$ cat config.mk
export PLATFORM = sky130hd
export DESIGN_NAME = mem_port_arbiter
export DESIGN_NICKNAME = d
export VERILOG_FILES = /design/src/rtl/mem_port_arbiter.sv
export SDC_FILE = /design/constraint.sdc
export NUM_CORES = 1
export LEC_CHECK = 0
export CORE_AREA = 8 8 130 132
export CTS_CLUSTER_DIAMETER = 100
export CTS_CLUSTER_SIZE = 10
export DETAILED_ROUTE_END_ITERATION = 16
export DIE_AREA = 0 0 138 140
export PLACE_DENSITY = 0.79
export SLEW_MARGIN = 20
export SYNTH_ARGS = -nofsm -noshare
export SYNTH_HDL_FRONTEND = slang
export SYNTH_SLANG_ARGS = --single-unit
$ cat constraint.sdc
create_clock -name clk -period 6.7 [get_ports clk]
set_clock_uncertainty 0.05 [all_clocks]
set_input_delay 2.01 -clock clk [delete_from_list [all_inputs] [get_ports clk]]
set_output_delay 2.01 -clock clk [all_outputs]
set_load 0.005 [all_outputs]
$ cat src/rtl/mem_port_arbiter.sv
// mem_port_arbiter: shares one synchronous memory port between instruction fetch (IF) and load/store (D).
// Ports: clk/rst (async, active-high)/clk_en; IF side if_req/if_addr -> if_rdata/if_valid;
// D side d_req/d_we/d_addr/d_wdata -> d_rdata/d_valid; memory side mem_en/mem_we/mem_addr/mem_wdata <- mem_rdata;
// busy is high whenever an access is in flight.
module mem_port_arbiter #(
  parameter int ADDR_W = 32,
  parameter int DATA_W = 32,
  parameter int LATENCY = 1,
  parameter int MAX_STREAK = 4
) (
  input  logic              clk,
  input  logic              rst,
  input  logic              clk_en,
  input  logic              if_req,
  input  logic [ADDR_W-1:0] if_addr,
  output logic [DATA_W-1:0] if_rdata,
  output logic              if_valid,
  input  logic              d_req,
  input  logic              d_we,
  input  logic [ADDR_W-1:0] d_addr,
  input  logic [DATA_W-1:0] d_wdata,
  output logic [DATA_W-1:0] d_rdata,
  output logic              d_valid,
  output logic              mem_en,
  output logic              mem_we,
  output logic [ADDR_W-1:0] mem_addr,
  output logic [DATA_W-1:0] mem_wdata,
  input  logic [DATA_W-1:0] mem_rdata,
  output logic              busy
);
  typedef enum logic [1:0] {IDLE, ISSUE, WAIT, DONE} state_t;
  localparam logic [3:0] LAT = LATENCY[3:0];
  localparam logic [3:0] MAXS = MAX_STREAK[3:0];
  state_t state, state_n;
  logic owner_d;
  logic we_q;
  logic [3:0] streak;
  logic [3:0] cnt;
  logic [ADDR_W-1:0] addr_q;
  logic [DATA_W-1:0] wdata_q;
  logic grant_d;
  logic grant;
  // D wins unless IF is also waiting and D has already used up its streak allowance
  assign grant_d = d_req && (!if_req || streak < MAXS);
  assign grant = state == IDLE && (if_req || d_req);
  always_ff @(posedge clk or posedge rst) begin
    if (rst) state <= IDLE;
    else if (clk_en) state <= state_n;
  end
  always_comb begin
    state_n = state;
    mem_en = 1'b0;
    mem_we = 1'b0;
    if_valid = 1'b0;
    d_valid = 1'b0;
    busy = state != IDLE;
    mem_addr = addr_q;
    mem_wdata = wdata_q;
    case (state)
      IDLE: state_n = (if_req || d_req) ? ISSUE : IDLE;
      ISSUE: begin
        mem_en = 1'b1;
        mem_we = we_q;
        state_n = we_q ? DONE : WAIT;
      end
      WAIT: state_n = cnt == 4'd1 ? DONE : WAIT;
      default: begin
        if_valid = !owner_d;
        d_valid = owner_d;
        state_n = IDLE;
      end
    endcase
  end
  always_ff @(posedge clk or posedge rst) begin
    if (rst) begin
      owner_d <= 1'b0;
      we_q <= 1'b0;
      streak <= '0;
      cnt <= '0;
      addr_q <= '0;
      wdata_q <= '0;
      if_rdata <= '0;
      d_rdata <= '0;
    end else if (clk_en) begin
      if (grant) begin
        owner_d <= grant_d;
        we_q <= grant_d && d_we;
        addr_q <= grant_d ? d_addr : if_addr;
        wdata_q <= d_wdata;
        streak <= (grant_d && if_req) ? (streak == MAXS ? streak : streak + 4'd1) : 4'd0;
      end
      if (state == ISSUE) cnt <= LAT;
      if (state == WAIT) begin
        cnt <= cnt - 4'd1;
        if (cnt == 4'd1 && owner_d) d_rdata <= mem_rdata;
        if (cnt == 4'd1 && !owner_d) if_rdata <= mem_rdata;
      end
    end
  end
endmodule

==> summary.md, run 1 <==
| Metric | Value |
|---|---|
| Status | `finished, final reports clean` |
| First-pass GRT wire length | `30280 microns` |
| Global placer's final weighted congestion | `0.8093` |
| Crit Path Max Fanout | `101` |
| Sinks on the clock net | `140` |
| Yosys top cell area share | `57.39%` |
| WP buf/inv | `2` |
| Setup_tns | `0 ns` |
| Core ar. | `14860 sq um` |
| Clk slew on worst S/H paths | `0.06 ns` |
| Crit path max-delay family | `compound AO/OA/AOI/OAI gates` |
| DIE AREA | `19320 sq um` |
| H-tree depth | `4` |
| Final Net Count | `918` |
| Ratio of cells with drive above 1 in the final layout | `13.56%` |
| Final setup violation count | `0` |
| Hold slack | `0.4271 ns` |
| Critical path capture point type | `flop` |
| Flop pwr share | `35.7%` |
| Initial DRT Pass Iterations | `6` |
| Global Route Usage Sum | `19.74%` |
| Pin count of the biggest net entering global routing | `102` |
| Diodes inserted | `0` |
| Clock Path Buffers | `2` |
| Sw Share | `29.20%` |
| Setup slack at placement | `2.160 ns` |
| Seq/Total Area, Yosys | `57.39%` |
| P_int | `0.002931 W` |
| CTS tree | `yes` |
| Clk pwr share | `23.4%` |
| FMAX | `0.2539 GHz` |
| Worst setup margin | `2.761 ns` |
| Worst-Skew Late Latency | `0.41 ns` |
| Comb pwr share | `40.8%` |
| Initial core utilization | `41.07%` |
| Setup Crit Path Kind | `primary input to flop` |
| Max VDD drop | `186.6 uV` |
| Placed cell count | `945` |
| Pins Over Slew Limit | `0` |
| Wire length per cell | `19.59 microns` |
| DRC viols | `0` |
| Post-layout min period | `3.939 ns` |
| Cell with the most instances after synthesis | `nand2_1` |
| Hpwl dp | `14150 microns` |
| Postcts setup bufs | `0` |
| Die Ht | `140 microns` |
| Crit path required time | `6.97 ns` |
| Drt total wl | `19140 microns` |
| Psw | `0.001209 W` |
| Crit-path cells | `clkdlybuf4s50_1 > buf_4 > o211a_4 > nand2_1 > o211ai_1` |
| Post-Syn Nets | `665` |
| Hold WC Path Type | `flop to flop` |
| Via density | `5.201` |
| Nature of the critical path startpoint | `primary input` |
| Synth cell count leaders | `nand2_1, dfrtp_1, mux2_4` |
| Post-synth cell types | `31` |
| Final hold vios | `0` |
| RSZ-0062 raised after global routing | `no` |
| Post-CTS sizing | `0` |
| Most used DFF post-synth | `dfrtp_1` |
| Vias | `5081` |
| #FFs+latches synth | `140` |
| Initial antenna violation count | `0` |
| Hold_buf cts | `0` |
| Yosys warns | `0` |
| Slowest-stage cell, CP | `o211a_4` |
| Clk root buf | `clkbuf_16` |
| Syn Area/Cell | `11.67 sq um` |
| Vias in the first global route | `5413` |
| Initial DRC Count | `305` |
| Antenna Nets Post-Route | `0` |
| Gr ovfl total | `0` |
| Max_cap viols | `0` |
| CP max stage delay | `0.90 ns` |
| Leak Pwr | `4.317 nW` |
| Area contributors post-synth | `dfrtp_1, mux2_4, nand2_1` |
| Io pins | `267` |
| Die Width | `138 microns` |
| EDFF count, synth | `0` |
| Ys async rst share | `100.0%` |
| Row count | `45` |
| Finished Layout Cells | `977` |
| Max-slew headroom | `29.78%` |
| Yosys top cell by area | `dfrtp_1` |
| Crit share post-route | `58.79%` |
| Synth Cell Area | `6105 sq um` |
| CTS Buf Count | `17` |
| Synthesis-to-layout area growth | `55.24%` |
| Port buffer count | `266` |
| Syn Inst Count | `523` |
| Power per cell area | `436.9 nW/um^2` |
| Crit path DAT | `4.21 ns` |
| Slew @ Worst Pin | `1.053 ns` |
cells in the final DEF, fill, tap and decap left out, types with 4 or more instances in the layout:
cell type,netlist,layout
ha_1,8,8
nand4_1,33,33
inv_1,9,8
mux2_4,60,60
nand2_1,169,169
clkdlybuf4s50_1,0,266
buf_4,1,4
mux2_2,4,4
o21ai_0,11,11
o211ai_1,32,32
clkbuf_8,0,4
dfrtp_1,140,140
clkbuf_16,0,17
worst paths after layout:
kind,to,cells past startpoint,start,slack [ns]
setup reg to reg,if_rdata[23],5,state[0],4.38
hold / removal,mem_wdata[26],2,mem_wdata[26],0.43
max in group asynchronous,mem_wdata[8],3,rst,3.26
setup / recovery,mem_addr[15],5,d_req,2.76
min in group asynchronous,if_rdata[22],2,rst,2.05
hold reg to reg,mem_wdata[26],2,mem_wdata[26],0.43
flip-flops by register name, summed over array words and instances, names as in the netlist:
signal,flops
cnt,4
we_q,1
owner_d,1
state,2
d_rdata,32
mem_wdata,32
if_rdata,32
mem_addr,32
streak,4
power by group through the flow:
| stage | clock, W | sequential, W | combinational (W) |
|---|---|---|---|
| final | 0.000971 | 0.00148 | 0.00169 |
| after global routing | 0.00103 | 0.00152 | 0.00183 |
| after CTS | 0.000994 | 0.00148 | 0.00172 |
| after detailed placement | 0 | 0.00148 | 0.00170 |
| after global placement | 0 | 0.00146 | 0.00165 |
| after floorplan | 0 | 0.00147 | 0.000683 |
layer usage:
| metal | vias to the layer above | GRT usage [%] | part of all wire [%] |
|---|---|---|---|
| met5 | - | 0 | 0 |
| met4 | 0 | 7.380 | 1.9 |
| met3 | 25 | 9.263 | 10 |
| met2 | 284 | 30.61 | 46 |
| met1 | 2475 | 23.44 | 42 |
| li1 | 2297 | - | - |
stage by stage:
stage	util [%]	total power, W	area [sq um]
2_1_floorplan	-	0.002148	6105
3_3_place_gp	59.57	0.003117	8855
3_5_place_dp	59.57	0.003188	8855
4_1_cts	63.75	0.004191	9475
5_1_grt	63.75	0.004387	9477
6_report	63.75	0.004140	9477
cells by family (layout without fill, tap and decap cells):
logic type | after synthesis | after routing | share of synthesized area [%]
AO/OA/AOI/OAI | 50 | 50 | 5.903
adder cells (fa/ha/maj) | 8 | 8 | 1.640
buffers and inverters | 45 | 311 | 3.812
flip-flops | 140 | 140 | 57.39
multiplexers | 64 | 64 | 15.49
AND/OR/NAND/NOR | 216 | 216 | 15.76
worst reg2reg max path: cells and delay by family, from the launching register on:
family                   cells  cell delay [ns]
flip-flops                   1             0.40
buffers and inverters        1             0.11
AND/OR/NAND/NOR              2             0.83
multiplexers                 1             0.55
adder cells (fa/ha/maj)      1             0.28
area by class of cell:
type,count,area [sq um]
Clock buffer,22,484.2
Clock inverter,10,136.4
Multi-Input combinational cell,338,2386
Tap cell,188,235.2
Fill cell,1152,5388
Timing Repair Buffer,270,2693
Inverter,9,38.79
Sequential cell,140,3503
Note: power is estimated with default switching activity, not from simulation.
==> run 2: changes to the inputs <==
- CORE_AREA: 8 8 130 132 -> 8 8 136 138
- DIE_AREA: 0 0 138 140 -> 0 0 144 146
- PLACE_DENSITY: 0.79 -> 0.76
- clock period: 6.7 -> 3.4 ns (I/O delays scaled with it)
==> run 2 against run 1 <==
Cell count increased by 4.1%. Die area increased by 8.8%. Highest routed layer unchanged. Largest power group unchanged. Global-route usage decreased by 1.6 points. Combinational power increased by 99%. Count of clock-buffer cells in the layout decreased by 3. Power increased by 97%. Design area increased by 1.7%. Critical path depth decreased by 1. First-iteration DRC count decreased by 22%. Hold slack got worse by 0.0058 ns. Sequential power increased by 94%. Via count decreased by 3.7%.
==> summary.md, run 2 (synthesis gave the netlist of run 1 again) <==
| Metric | Value |
|---|---|
| First-pass GRT wire length | `29660 microns` |
| Final Net Count | `926` |
| DRC viols | `0` |
| Final hold vios | `0` |
| Leading cell type in the layout, fill and taps excluded | `clkdlybuf4s50_1` |
| Reg2reg path depth | `6` |
| Vias in the first global route | `5166` |
| Core ar. | `16290 sq um` |
| Status | `finished, final reports clean` |
| Row count | `47` |
| Leak Pwr | `4.373 nW` |
| Max_cap viols | `0` |
| Max VDD drop | `341.0 uV` |
| Synthesis-to-layout area growth | `57.86%` |
| Setup_tns | `0 ns` |
| Clk root buf | `clkbuf_16` |
| Die Ht | `146 microns` |
| Slew @ Worst Pin | `0.7482 ns` |
| Ratio of cells with drive above 1 in the final layout | `14.43%` |
| Initial antenna violation count | `0` |
| DIE AREA | `21020 sq um` |
| Pin count of the biggest net entering global routing | `141` |
| Hold WC Path Type | `flop to flop` |
| H-tree depth | `4` |
| Power per cell area | `845.2 nW/um^2` |
| Die Width | `144 microns` |
| Crit path required time | `2.33 ns` |
| Initial core utilization | `37.48%` |
| Hpwl dp | `13830 microns` |
| Post-layout min period | `2.814 ns` |
| Drt total wl | `18720 microns` |
| Sinks on the clock net | `140` |
| Gr ovfl total | `0` |
| Initial DRC Count | `238` |
| Final setup violation count | `0` |
| Worst-Skew Late Latency | `0.42 ns` |
| CTS Buf Count | `17` |
| Crit-path cells | `inv_1 > ha_1 > and2_1 > clkdlybuf4s50_1` |
| Pins Over Slew Limit | `0` |
| FMAX | `0.3554 GHz` |
| Hold_buf cts | `0` |
| Clk slew on worst S/H paths | `0.06 ns` |
| Wire length per cell | `18.40 microns` |
| CTS tree | `yes` |
| RSZ-0062 raised after global routing | `no` |
| Max-slew headroom | `50.12%` |
| Global Route Usage Sum | `18.14%` |
| Critical path capture point type | `output port` |
| Io pins | `267` |
| Global placer's final weighted congestion | `0.8044` |
| Vias | `4894` |
| Most frequent cells in the layout | `clkdlybuf4s50_1, nand2_1, dfrtp_1` |
| Antenna Nets Post-Route | `0` |
| Crit Path Max Fanout | `3` |
| Crit path DAT | `1.74 ns` |
| Postcts setup bufs | `0` |
| WHS Path Cells | `2` |
| Initial DRT Pass Iterations | `4` |
| Clock Path Buffers | `2` |
| Fin util | `59.16%` |
| Via density | `4.812` |
| Slowest-stage cell, CP | `clkdlybuf4s50_1` |
| R2R setup slack | `1.27 ns` |
| CP max stage delay | `0.51 ns` |
| Port buffer count | `266` |
| Crit share post-route | `82.75%` |
| Post-CTS sizing | `0` |
| Fill cell count | `1338` |
| Nature of the critical path startpoint | `flop` |
| Setup Crit Path Kind | `flop to output port` |
| Diodes inserted | `0` |
## run 2: cell types whose count changed in the layout (fill, tap and decap cells not counted), moves of 2 or more
cell	change
buf_12	+6
buf_4	+2
clkbuf_8	-2
clkinv_2	-3
clkinv_4	+3
inv_6	+2
## run 2: final timing paths
| kind | start | to |
|---|---|---|
| min in group asynchronous | rst | if_rdata[27] |
| hold / removal | mem_wdata[30] | mem_wdata[30] |
| hold reg to reg | mem_wdata[30] | mem_wdata[30] |
| setup / recovery | state[1] | mem_we |
| setup reg to reg | state[0] | if_rdata[1] |
| max in group asynchronous | rst | mem_addr[12] |
## run 2: layer usage
layer	global-route usage (%)	wire length (microns)
met5	0	0
met2	27.41	8346
met4	6.049	341
met1	22.02	7818
met3	8.924	2211
## run 2: critical path, delay by kind of cell, from the launching register on
family / cells / cell delay, ns
buf+inv: 2 / 0.61
flops: 1 / 0.40
fa+ha+maj: 1 / 0.18
simple gates: 1 / 0.15
## run 2: area by class of cell
cell class / count / area, sq um / area share, %
multi-input combinational: 338 / 2385 / 24.75
inverter: 9 / 37.54 / 0.3895
tap: 220 / 275.3 / 2.856
sequential: 140 / 3503 / 36.35
clock buffer: 19 / 452.9 / 4.700
timing repair buffer: 278 / 2828 / 29.34
clock inverter: 13 / 155.1 / 1.610
## run 2: report_power, final
| part | internal (W) | switching (W) | leakage, nW |
|---|---|---|---|
| Clock | 0.00114 | 0.000762 | 0.289 |
| Combinational | 0.00217 | 0.00120 | 2.33 |
| Sequential | 0.00242 | 0.000456 | 1.75 |
## run 2: per-stage QoR
stage / area, sq um / hold WS, ns / worst slack [ns] / power (W) / cells
2_1_floorplan: 6108 / 0.3918 / 0.5809 / 0.004233 / 523
3_3_place_gp: 9029 / 0.4065 / 0.4993 / 0.006213 / 985
3_5_place_dp: 9029 / 0.4112 / 0.4568 / 0.006324 / 985
4_1_cts: 9637 / 0.4267 / 0.5474 / 0.008271 / 1017
5_1_grt: 9637 / 0.4534 / 0.4538 / 0.008664 / 1017
6_report: 9637 / 0.4213 / 0.5865 / 0.008145 / 1017
